$ cat src/rtl/rf_write_arbiter.sv
// Shares one register-file write port between two writeback requesters.
// Per-requester FIFOs feed a round-robin arbiter and a one-cycle registered write stage.
module rf_write_arbiter #(
    parameter int DATA_W = 32,
    parameter int ADDR_W = 5,
    parameter int DEPTH  = 2
) (
    input  logic                     clk,
    input  logic                     reset,
    input  logic                     req0_valid,
    output logic                     req0_ready,
    input  logic [ADDR_W-1:0]        req0_addr,
    input  logic [DATA_W-1:0]        req0_data,
    input  logic                     req1_valid,
    output logic                     req1_ready,
    input  logic [ADDR_W-1:0]        req1_addr,
    input  logic [DATA_W-1:0]        req1_data,
    output logic [ADDR_W-1:0]        rf_writeReg,
    output logic [DATA_W-1:0]        rf_writeData,
    output logic                     rf_RegWrite,
    output logic [(1<<ADDR_W)-1:0]   pending,
    output logic                     busy
);

    localparam int PTR_W = $clog2(DEPTH);
    localparam int CNT_W = $clog2(DEPTH + 1);

    logic [ADDR_W-1:0] mem_addr [2][DEPTH];
    logic [DATA_W-1:0] mem_data [2][DEPTH];
    logic [PTR_W-1:0]  rd_ptr   [2];
    logic [PTR_W-1:0]  wr_ptr   [2];
    logic [CNT_W-1:0]  count    [2];

    logic [ADDR_W-1:0] in_addr  [2];
    logic [DATA_W-1:0] in_data  [2];
    logic [1:0]        in_valid;
    logic [1:0]        not_full;
    logic [1:0]        not_empty;
    logic [1:0]        push;
    logic [1:0]        pop;

    logic              grant_valid;
    logic              grant_sel;
    logic              last_grant;
    logic [ADDR_W-1:0] head_addr;
    logic [DATA_W-1:0] head_data;

    // Ready comes from the registered count only, so a same-cycle pop never frees a full FIFO.
    always_comb begin
        in_valid   = {req1_valid, req0_valid};
        in_addr[0] = req0_addr;
        in_addr[1] = req1_addr;
        in_data[0] = req0_data;
        in_data[1] = req1_data;
        for (int n = 0; n < 2; n++) begin
            not_full[n]  = (count[n] != CNT_W'(DEPTH));
            not_empty[n] = (count[n] != '0);
            push[n]      = in_valid[n] & not_full[n];
        end
    end

    assign req0_ready = not_full[0];
    assign req1_ready = not_full[1];

    // NOTE: every signal written in always_comb gets a default first, so no path can infer a latch.
    always_comb begin
        grant_valid = |not_empty;
        grant_sel   = 1'b0;
        pop         = '0;
        if (&not_empty) begin
            grant_sel = ~last_grant;
        end else begin
            grant_sel = not_empty[1];
        end
        if (grant_valid) begin
            pop[grant_sel] = 1'b1;
        end
        head_addr = mem_addr[grant_sel][rd_ptr[grant_sel]];
        head_data = mem_data[grant_sel][rd_ptr[grant_sel]];
    end

    // NOTE: state registers use non-blocking assignments so every flop samples pre-edge values.
    always_ff @(posedge clk or negedge reset) begin
        if (!reset) begin
            for (int n = 0; n < 2; n++) begin
                rd_ptr[n] <= '0;
                wr_ptr[n] <= '0;
                count[n]  <= '0;
            end
            last_grant <= 1'b1;
        end else begin
            for (int n = 0; n < 2; n++) begin
                if (push[n]) begin
                    wr_ptr[n] <= wr_ptr[n] + PTR_W'(1);
                end
                if (pop[n]) begin
                    rd_ptr[n] <= rd_ptr[n] + PTR_W'(1);
                end
                count[n] <= count[n] + CNT_W'(push[n]) - CNT_W'(pop[n]);
            end
            if (grant_valid) begin
                last_grant <= grant_sel;
            end
        end
    end

    // NOTE: FIFO storage is not reset; the pointers and counts alone decide which entries are live.
    always_ff @(posedge clk) begin
        for (int n = 0; n < 2; n++) begin
            if (push[n]) begin
                mem_addr[n][wr_ptr[n]] <= in_addr[n];
                mem_data[n][wr_ptr[n]] <= in_data[n];
            end
        end
    end

    // Writes to register 0 are consumed but never presented to the register file.
    always_ff @(posedge clk or negedge reset) begin
        if (!reset) begin
            rf_RegWrite  <= 1'b0;
            rf_writeReg  <= '0;
            rf_writeData <= '0;
        end else begin
            rf_RegWrite <= grant_valid && (head_addr != '0);
            if (grant_valid && (head_addr != '0)) begin
                rf_writeReg  <= head_addr;
                rf_writeData <= head_data;
            end
        end
    end

    // An entry is live when its distance from the read pointer is below the count.
    always_comb begin
        pending = '0;
        for (int n = 0; n < 2; n++) begin
            for (int i = 0; i < DEPTH; i++) begin
                logic [PTR_W-1:0] off;
                off = PTR_W'(i) - rd_ptr[n];
                if (CNT_W'(off) < count[n]) begin
                    pending[mem_addr[n][i]] = 1'b1;
                end
            end
        end
        if (rf_RegWrite) begin
            pending[rf_writeReg] = 1'b1;
        end
        pending[0] = 1'b0;
    end

    assign busy = (|not_empty) | rf_RegWrite;

endmodule

$ cat config.mk
export PLATFORM = sky130hd
export DESIGN_NAME = rf_write_arbiter
export DESIGN_NICKNAME = d
export VERILOG_FILES = /design/src/rtl/rf_write_arbiter.sv
export SDC_FILE = /design/constraint.sdc
export NUM_CORES = 1
export LEC_CHECK = 0
export ABC_CLOCK_PERIOD_IN_PS = 3500
export CORE_AREA = 2 2 120 151
export CTS_BUF_LIST = sky130_fd_sc_hd__clkbuf_8
export DETAILED_ROUTE_END_ITERATION = 8
export DIE_AREA = 0 0 122 153
export PLACE_DENSITY_LB_ADDON = 0.3
export SETUP_SLACK_MARGIN = 0.02
export SKIP_LAST_GASP = 1
export SLEW_MARGIN = 30
export SYNTH_ARGS = -nofsm -noshare
export SYNTH_HDL_FRONTEND = slang
export SYNTH_SLANG_ARGS = --single-unit
$ cat constraint.sdc
create_clock -name clk -period 3.5 [get_ports clk]
set_clock_uncertainty 0.2 [all_clocks]
set_input_delay 0.875 -clock clk [delete_from_list [all_inputs] [get_ports clk]]
set_output_delay 0.875 -clock clk [all_outputs]
set_load 0.05 [all_outputs]
==> run metrics <==
status=finished, violations left; violated checks=negative setup slack; R2R Path Start=rd_ptr[0]$_DFFE_PN0P_; RSZ-0062 raised after global routing=yes; clock buffer depth=2; Die Y=153 um; setup violators final=1; CP required=2.42 ns; Slew Limit Fails=0; total die area=0.0187 mm2; Reg2Reg Capture Point=rf_writeData[4]$_DFFE_PN0P_; actual slew at the worst max-slew pin=0.878 ns; vias in the first global route=6671; syn nets=759; FF+latch count, synth=195; CTS root buf=clkbuf_8; FF-to-FF setup slack=0.54 ns; core area=0.0172 mm2; post-route ant nets=0; Post-Synthesis Cell Area=0.00910 mm2; crit end category=output port; GRT Total Usage=27.1%; sequential area share after synthesis=61.8%; DRT Pass-1 Iters=5; DRC Markers=0; hpwl dp=17.4 mm; Layout area overhead=25.9%; worst-path cell chain=nor2_2 -> nor3_1 -> a32o_1 -> or3_1 -> buf_4; initial antenna violation count=0; synth unique cells=52; Async SR Flop Fraction=24.1%; Synth Flop Type=edfxtp_1; setup tns final=-0.0566 ns; via/cell ratio=6.15; largest net degree at the start of global routing=76; Reg2Reg Depth=7; crit-path max FO=9; I/O pin count=151; leakage=4.14 nW; drt wl/cell=23.6 um; first-pass GRT wire length=38.0 mm; Via Count=6439; top-area cell type share of the netlist area=48.8%; Post-CTS Hold Buffers=0; share of cells above drive strength 1=17.4%; Tmin final=3.56 ns; Max stage delay cell, worst path=dfrtp_1; crit path DAT=2.48 ns; routability cong.=0.913; # port buffers=149; global route overflow=0; HP Class=primary input to async pin; setup ws final=-0.0566 ns; post-place setup slack=0.406 ns; Post-layout nets=892; Yosys Warn Count=0; Synth Instances=677; clk_lat worst skew=0.46 ns; clock sink count=195; Cells after DPL=1014; period utilization=102%; Startpoint Class=flop; Pwr Density=998 mW/mm2; Max stage delay on crit path=0.51 ns; die width=122 um; Initial Util=52.8%; H-tree depth=4; CP delay by family, top=simple AND/OR/NAND/NOR gates; Num CTS Buffers=17; Non-Filler Instances=1047; Clk pin slew, worst setup/hold paths=0.11 ns; Max Freq=281 MHz; CTS tree=built; Fin. Hold Viols=0; Max-Cap Viols=0; cell taking the most area after synthesis=edfxtp_1; Iter 0 DRT Violations=554; Synth Area per Inst=13.4 um2; top post-synthesis cells by area=edfxtp_1, dfrtp_1, mux2_4; synth cell count leaders=edfxtp_1, dfrtp_1, nor2b_1; Rows=54; worst vdd ir=0.000682 V; Max-slew headroom=41.4%; cell with the most instances after synthesis=edfxtp_1; Bufs and invs on worst path=1; Setup CP Type=flop to output port; final WL=24.7 mm; Post-synth EDFFs=148; # diodes=0
-- logic make-up after synthesis --
| family | synth area share (%) |
|---|---|
| muxes | 9.83 |
| buffers and inverters | 3.33 |
| DFF | 61.8 |
| and+or+nand+nor | 11.4 |
| adders and majority gates | 0.550 |
| other | 0.0412 |
| xor gates and xnor gates | 0.770 |
| AOI/OAI and AO/OA | 12.3 |
-- sequential cells by signal (all words and copies together), names as in the netlist --
signal	cells
count	4
rf_RegWrite	1
rf_writeReg	5
rf_writeData	32
wr_ptr	2
last_grant	1
rd_ptr	2
mem_addr	20
mem_data	128
-- layout make-up --
class | count | area [um2]
fill | 1253 | 5770
inverter | 14 | 52.6
timing repair buffer | 167 | 1870
clock inverter | 15 | 146
tap | 224 | 280
sequential | 195 | 5630
clock buffer | 17 | 234
multi-input combinational | 415 | 3250
-- per-layer routing --
metal	share of wire [%]	up-vias	GRT usage, %
li1	-	2888	-
met3	5.8	73	5.15
met5	0	-	0
met1	36	3192	30.9
met2	54	286	49.0
met4	3.8	0	11.9
-- per-stage QoR --
step / utilization, % / cell area (um2) / total power, W / hold slack (ns)
final: 66.5 / 11500 / 0.0114 / 0.184
after global placement: 64.0 / 11000 / 0.00986 / 0.292
after detailed placement: 64.0 / 11000 / 0.0100 / 0.296
after floorplan: - / 9100 / 0.00794 / 0.260
after global routing: 66.5 / 11500 / 0.0120 / 0.200
after CTS: 66.4 / 11400 / 0.0114 / 0.182
-- worst max path at each step --
stage	start	endpoint	slack [ns]	cells after the start
floorplan	count[1]$_DFF_PN0_	mem_addr[1][5]$_DFFE_PP_	0.17	4
global route	count[3]$_DFF_PN0_	pending[16]	-0.11	5
detailed placement	count[3]$_DFF_PN0_	pending[4]	0.41	5
global placement	count[3]$_DFF_PN0_	pending[13]	0.32	6
finish	count[3]$_DFF_PN0_	pending[16]	-0.06	5
CTS	count[2]$_DFF_PN0_	pending[16]	-0.02	6
-- power by group --
group / switching, W / total (W) / leakage [nW] / internal [W]
registers: 0.000518 / 0.00380 / 1.91 / 0.00329
clock network: 0.000806 / 0.00139 / 0.199 / 0.000586
logic: 0.00368 / 0.00624 / 2.03 / 0.00255
-- worst reg2reg max path: stages (launching register included) --
cell,delay (ns)
dfrtp_2,0.41
buf_4,0.63
nor2_1,0.11
a32oi_1,0.25
or2_1,0.19
o2bb2ai_4,0.38
buf_12,0.31
mux2_2,0.36
-- repair_timing --
item / in CTS / in global routing
resized for setup: 4 / 6
setup buffers: 1 / 0
setup endpoints to repair: 24 / 26
endpoints found under the hold margin: 0 / 0
-- placed cells by master (no fill, tap or decap), types with 26 or more instances in the layout --
cell             count
buf_12              26
mux2_4              29
dfrtp_1             43
edfxtp_1           148
clkdlybuf4s50_1    117
a21oi_1             40
mux2i_1             38
a211oi_1            38
nor2b_1             43
nand2_1             28
No activity file was read; power rests on OpenSTA's default activity.
